**src/rtl/tcp_tx_arb_pkg.sv**
```systemverilog
// Shared types and constants for the SiTCPXG TX stream arbiter.
`timescale 1ns/1ps
package tcp_tx_arb_pkg;

    localparam int TX_WORD_W          = 64;
    localparam int TX_B_W             = 4;
    localparam int MAX_BYTES_PER_WORD = 8;
    localparam int GRANT_W            = 3;

    typedef enum logic [1:0] {
        IDLE  = 2'd0,
        BURST = 2'd1,
        FLUSH = 2'd2
    } arb_state_e;

    // A word carries 1..8 valid bytes; anything else is dropped by the arbiter.
    function automatic logic byte_cnt_ok(input logic [TX_B_W-1:0] b);
        return (b != 4'd0) && (b <= 4'(MAX_BYTES_PER_WORD));
    endfunction

    function automatic logic [GRANT_W-1:0] rr_next(input logic [GRANT_W-1:0] g, input int n_src);
        logic [GRANT_W-1:0] r_nx;
        if (int'(g) >= n_src - 1) begin
            r_nx = '0;
        end else begin
            r_nx = g + 3'd1;
        end
        return r_nx;
    endfunction

endpackage

```
**src/rtl/tcp_tx_rr_pick.sv**
```systemverilog
// Combinational round-robin picker: first requester at/after the pointer, wrapping.
`timescale 1ns/1ps
module tcp_tx_rr_pick
    import tcp_tx_arb_pkg::*;
#(
    parameter int N_SRC = 2
)(
    input  logic [N_SRC-1:0]   i_req,
    input  logic [GRANT_W-1:0] i_ptr,
    output logic [N_SRC-1:0]   o_gnt,
    output logic [GRANT_W-1:0] o_idx,
    output logic               o_any
);

    // Scan offsets from farthest to nearest so the nearest requester wins.
    always_comb begin
        o_gnt = '0;
        o_idx = '0;
        o_any = 1'b0;
        for (int i = N_SRC - 1; i >= 0; i--) begin
            for (int j = 0; j < N_SRC; j++) begin
                if ((((int'(i_ptr) + i) % N_SRC) == j) && i_req[j]) begin
                    o_any    = 1'b1;
                    o_idx    = GRANT_W'(j);
                    o_gnt    = '0;
                    o_gnt[j] = 1'b1;
                end else begin
                    o_any = o_any;
                end
            end
        end
    end

endmodule

```
**src/rtl/tcp_tx_arbiter.sv**
```systemverilog
// Round-robin arbiter sharing the SiTCPXG TCP TX stream between N_SRC producers.
// Optional per-source statistics outputs enabled by `TCP_TX_ARB_STATS_EN.
`timescale 1ns/1ps
module tcp_tx_arbiter
    import tcp_tx_arb_pkg::*;
#(
    parameter int N_SRC     = 2,
    parameter int MAX_BURST = 64
)(
    input  logic                         CLK,
    input  logic                         RST,
    input  logic                         SESSION_OPEN,
    input  logic                         TX_AFULL,
    input  logic [N_SRC-1:0]             SRC_VALID,
    input  logic [N_SRC-1:0]             SRC_LAST,
    input  logic [TX_WORD_W*N_SRC-1:0]   SRC_D,
    input  logic [TX_B_W*N_SRC-1:0]      SRC_B,
    output logic [N_SRC-1:0]             SRC_READY,
    output logic [TX_WORD_W-1:0]         TX_D,
    output logic [TX_B_W-1:0]            TX_B,
    output logic [GRANT_W-1:0]           GRANT_IDX,
    output logic                         BUSY
`ifdef TCP_TX_ARB_STATS_EN
    ,
    output logic [32*N_SRC-1:0]          STAT_BYTES,
    output logic [16*N_SRC-1:0]          STAT_PKTS
`endif
);

    localparam int CNT_W = (MAX_BURST > 1) ? $clog2(MAX_BURST) : 1;

    arb_state_e             r_state;
    arb_state_e             w_state_nx;
    logic [GRANT_W-1:0]     r_grant;
    logic [N_SRC-1:0]       r_gnt_oh;
    logic [GRANT_W-1:0]     r_rr;
    logic [CNT_W-1:0]       r_cnt;
    logic [TX_WORD_W-1:0]   r_tx_d;
    logic [TX_B_W-1:0]      r_tx_b;

    logic [N_SRC-1:0]       w_pick_gnt;
    logic [GRANT_W-1:0]     w_pick_idx;
    logic                   w_pick_any;
    logic                   w_ready_g;
    logic                   w_sel_valid;
    logic                   w_sel_last;
    logic [TX_WORD_W-1:0]   w_sel_d;
    logic [TX_B_W-1:0]      w_sel_b;
    logic                   w_accept;
    logic                   w_cnt_max;
    logic                   w_exit;

    tcp_tx_rr_pick #(.N_SRC(N_SRC)) u_pick (
        .i_req (SRC_VALID),
        .i_ptr (r_rr),
        .o_gnt (w_pick_gnt),
        .o_idx (w_pick_idx),
        .o_any (w_pick_any)
    );

    // AND-OR mux of the granted source's word.
    always_comb begin
        w_sel_valid = 1'b0;
        w_sel_last  = 1'b0;
        w_sel_d     = '0;
        w_sel_b     = '0;
        for (int i = 0; i < N_SRC; i++) begin
            w_sel_valid = w_sel_valid | (r_gnt_oh[i] & SRC_VALID[i]);
            w_sel_last  = w_sel_last  | (r_gnt_oh[i] & SRC_LAST[i]);
            w_sel_d     = w_sel_d | ({TX_WORD_W{r_gnt_oh[i]}} & SRC_D[TX_WORD_W*i +: TX_WORD_W]);
            w_sel_b     = w_sel_b | ({TX_B_W{r_gnt_oh[i]}} & SRC_B[TX_B_W*i +: TX_B_W]);
        end
    end

    assign w_accept  = w_ready_g & w_sel_valid;
    assign w_cnt_max = (r_cnt == CNT_W'(MAX_BURST - 1));
    assign w_exit    = w_accept & (w_sel_last | w_cnt_max);

    // FSM state register.
    always_ff @(posedge CLK or posedge RST) begin
        if (RST) begin
            r_state <= IDLE;
        end else begin
            r_state <= w_state_nx;
        end
    end

    // FSM next-state logic; session loss overrides everything.
    always_comb begin
        w_state_nx = r_state;
        case (r_state)
            IDLE: begin
                if (!SESSION_OPEN) begin
                    w_state_nx = FLUSH;
                end else if (w_pick_any) begin
                    w_state_nx = BURST;
                end else begin
                    w_state_nx = IDLE;
                end
            end
            BURST: begin
                if (!SESSION_OPEN) begin
                    w_state_nx = FLUSH;
                end else if (w_exit) begin
                    w_state_nx = IDLE;
                end else begin
                    w_state_nx = BURST;
                end
            end
            FLUSH: begin
                if (SESSION_OPEN) begin
                    w_state_nx = IDLE;
                end else begin
                    w_state_nx = FLUSH;
                end
            end
            default: w_state_nx = IDLE;
        endcase
    end

    // FSM outputs: READY follows AFULL and session in the same cycle.
    always_comb begin
        w_ready_g = 1'b0;
        if (r_state == BURST) begin
            w_ready_g = SESSION_OPEN & ~TX_AFULL;
        end else begin
            w_ready_g = 1'b0;
        end
    end

    assign SRC_READY = r_gnt_oh & {N_SRC{w_ready_g}};
    assign BUSY      = (r_state == BURST);
    assign GRANT_IDX = r_grant;
    assign TX_D      = r_tx_d;
    assign TX_B      = r_tx_b;

    // Grant, round-robin pointer, burst counter and output word registers.
    always_ff @(posedge CLK or posedge RST) begin
        if (RST) begin
            r_grant  <= '0;
            r_gnt_oh <= '0;
            r_rr     <= '0;
            r_cnt    <= '0;
            r_tx_d   <= '0;
            r_tx_b   <= '0;
        end else begin
            r_tx_d <= '0;
            r_tx_b <= '0;
            if (w_accept && byte_cnt_ok(w_sel_b)) begin
                r_tx_d <= w_sel_d;
                r_tx_b <= w_sel_b;
            end
            case (r_state)
                IDLE: begin
                    r_cnt <= '0;
                    if (SESSION_OPEN && w_pick_any) begin
                        r_grant  <= w_pick_idx;
                        r_gnt_oh <= w_pick_gnt;
                    end
                end
                BURST: begin
                    if (w_exit) begin
                        r_cnt <= '0;
                        r_rr  <= rr_next(r_grant, N_SRC);
                    end else if (w_accept) begin
                        r_cnt <= r_cnt + CNT_W'(1);
                    end
                end
                FLUSH: begin
                    r_cnt <= '0;
                    r_rr  <= '0;
                end
                default: begin
                    r_cnt <= '0;
                end
            endcase
        end
    end

`ifdef TCP_TX_ARB_STATS_EN
    logic                 r_sess_q;
    logic [32*N_SRC-1:0]  r_stat_bytes;
    logic [16*N_SRC-1:0]  r_stat_pkts;

    // Per-source counters, restarted on every new session.
    always_ff @(posedge CLK or posedge RST) begin
        if (RST) begin
            r_sess_q     <= 1'b0;
            r_stat_bytes <= '0;
            r_stat_pkts  <= '0;
        end else begin
            r_sess_q <= SESSION_OPEN;
            if (SESSION_OPEN && !r_sess_q) begin
                r_stat_bytes <= '0;
                r_stat_pkts  <= '0;
            end else begin
                for (int i = 0; i < N_SRC; i++) begin
                    if (w_accept && r_gnt_oh[i]) begin
                        if (byte_cnt_ok(w_sel_b)) begin
                            r_stat_bytes[32*i +: 32] <= r_stat_bytes[32*i +: 32] + {28'd0, w_sel_b};
                        end
                        if (w_sel_last) begin
                            r_stat_pkts[16*i +: 16] <= r_stat_pkts[16*i +: 16] + 16'd1;
                        end
                    end
                end
            end
        end
    end

    assign STAT_BYTES = r_stat_bytes;
    assign STAT_PKTS  = r_stat_pkts;
`endif

endmodule

```
**config.mk**
```make
export PLATFORM = sky130hd
export DESIGN_NAME = tcp_tx_arbiter
export DESIGN_NICKNAME = d
export VERILOG_FILES = /design/src/rtl/tcp_tx_arb_pkg.sv /design/src/rtl/tcp_tx_rr_pick.sv /design/src/rtl/tcp_tx_arbiter.sv
export SDC_FILE = /design/constraint.sdc
export NUM_CORES = 1
export LEC_CHECK = 0
export BUFFER_PORTS_ARGS = -buffer_cell sky130_fd_sc_hd__buf_2
export CAP_MARGIN = 0
export CORE_MARGIN = 2
export CORE_UTILIZATION = 46
export CTS_CLUSTER_SIZE = 24
export DETAILED_ROUTE_END_ITERATION = 7
export HOLD_SLACK_MARGIN = 0.03
export PLACE_DENSITY = 0.85
export SLEW_MARGIN = 10
export SYNTH_ARGS = -nofsm -noshare
export SYNTH_HDL_FRONTEND = slang
export SYNTH_HIERARCHICAL = 1
export SYNTH_SLANG_ARGS = --single-unit
```
**constraint.sdc**
```tcl
create_clock -name CLK -period 6.4 [get_ports CLK]
set_input_delay 1.6 -clock CLK [delete_from_list [all_inputs] [get_ports CLK]]
set_output_delay 1.6 -clock CLK [all_outputs]
set_load 0.03 [all_outputs]
```
==> run summary <==
status = completed
Site Rows = 31
final hold viol count = 0
clock slew at reported path FFs = 80 ps
synthesized instance count = 316
fin crit period = 3930 ps
Fillers = 582
nets = 667
H-tree depth = 3
Final Wtd Congestion = 0.808
Overflow after GRT = 0
Hold Path Class = reg2reg
setup_tns = 0 ps
PD cells = 247 mW/mm^2
post-route clock period utilization = 0.614
initial antenna violation count = 0
initial core utilization = 0.475
final setup violation count = 0
Peak VDD IR = 186 uV
GRT Total Usage = 0.219
area post-placement = 0.00453 mm^2
vias in the first global route = 3016
Max Cap Viol = 0
area of the die = 0.00815 mm^2
cts bufs inserted = 9
Mapped Avg Cell Area = 10.8 um^2
I/O pins = 218
Critical Path AT = 2330 ps
crit path launch type = input pin
width of the die = 90.3 um
Via Count = 3154
Total Routed Length = 8950 um
post-DP HPWL = 6510 um
via/cell ratio = 5.05
Slew Limit Headroom = 0.191
core area = 0.00721 mm^2
final slew viol count = 0
worst skew pair latency = 330 ps
Worst Path Required = 4800 ps
Routed Antenna Nets = 0
fin area = 0.00474 mm^2
# DRC = 0
Cell Area, Synth = 0.00342 mm^2
crit end category = output pin
first-pass GRT wire length = 14400 um
port bufs = 217
actual slew at the worst max-slew pin = 1200 ps
wire length per cell = 14.3 um
crit path max fanout = 5
critical path class = in2out
DRT Pass-1 Iters = 4
CTS resizes = 0
fin cells = 625
WHS = 529 ps
Post CTS Setup Buffer Count = 0
ant diodes = 0
DRT iter0 DRCs = 108
final clock skew = 10.1 ps
Synth warnings = 6
CTS Hold Bufs = 0
clock sink count = 82
Util after Layout = 0.657
Placed Cells = 609
Longest Clk Path Bufs = 2
Fmax = 255 MHz
clk root buf = clkbuf_8
layout cells sized above 1 = 0.471
Leak = 2.61 nW
Area Growth Syn to Fin = 38.4%
Die Y-Extent = 90.3 um
largest net degree at the start of global routing = 83
TritonCTS clock tree = yes
RSZ-0062 raised after global routing = false
## path summary, 6_finish.rpt
kind,start,end,slack [ps],cells after the start
setup / recovery,TX_AFULL,SRC_READY[1],2470,4
hold / removal,r_state[0],r_state[1],530,1
setup reg to reg,r_gnt_oh[1],TX_D[1],3890,6
hold reg to reg,r_state[0],r_state[1],530,1
max in group asynchronous,RST,r_gnt_oh[1],4100,3
min in group asynchronous,RST,TX_D[46],1550,3
## flip-flops by register name, summed over array words and instances (netlist names)
| signal | cells |
|---|---|
| r_rr | 1 |
| TX_B | 4 |
| r_cnt | 6 |
| GRANT_IDX | 3 |
| TX_D | 64 |
| r_gnt_oh | 2 |
| r_state | 2 |
## per-layer routing
layer	up-vias	GRT usage	part of all wire
li1	1530	-	-
met1	1485	0.267	0.40
met3	7	0.0459	0.065
met5	-	0	0
met2	132	0.393	0.53
met4	0	0.0628	0.0083
## placed cells by master (no fill, tap or decap), types with 2 or more instances in the layout
master and instances:
inv_1 3, and3_1 2, nand3_1 8, mux2_2 4, a21oi_1 4, nand2b_1 4
dfrtp_1 80, nor2_1 69, nor3_1 2, inv_6 2, clkbuf_8 10, and2_1 2
a31oi_1 2, ha_1 2, a21boi_1 2, buf_4 4, o21ai_0 8, conb_1 2
clkinv_4 2, buf_2 217, a22oi_1 67, dfrtp_2 2, nand2_1 7, a22o_1 2
## final cells by class
| class | count | area, um^2 | share of cell area |
|---|---|---|---|
| Inverter | 4 | 16.3 | 0.00343 |
| Clock buffer | 10 | 138 | 0.0290 |
| Clock inverter | 6 | 72.6 | 0.0153 |
| Multi-Input combinational cell | 203 | 1220 | 0.257 |
| Sequential cell | 82 | 2050 | 0.433 |
| Tap cell | 99 | 124 | 0.0261 |
| Timing Repair Buffer | 221 | 1120 | 0.235 |
## worst max-delay path, stage by stage
cell      delay (ps)
buf_2             90
and4bb_2         320
and2_1           130
buf_2            190
## stage by stage
step	power, mW	setup WS (ps)
finish	1.17	2470
global route	1.24	2410
CTS	1.18	2470
detailed placement	0.798	2460
global placement	0.789	2480
floorplan	0.718	2600
## where the power goes
part	total (mW)	internal, mW	switching (mW)
Combinational	0.253	0.103	0.150
Clock	0.382	0.195	0.187
Sequential	0.535	0.528	0.00689
(Power assumes the default switching activity.)
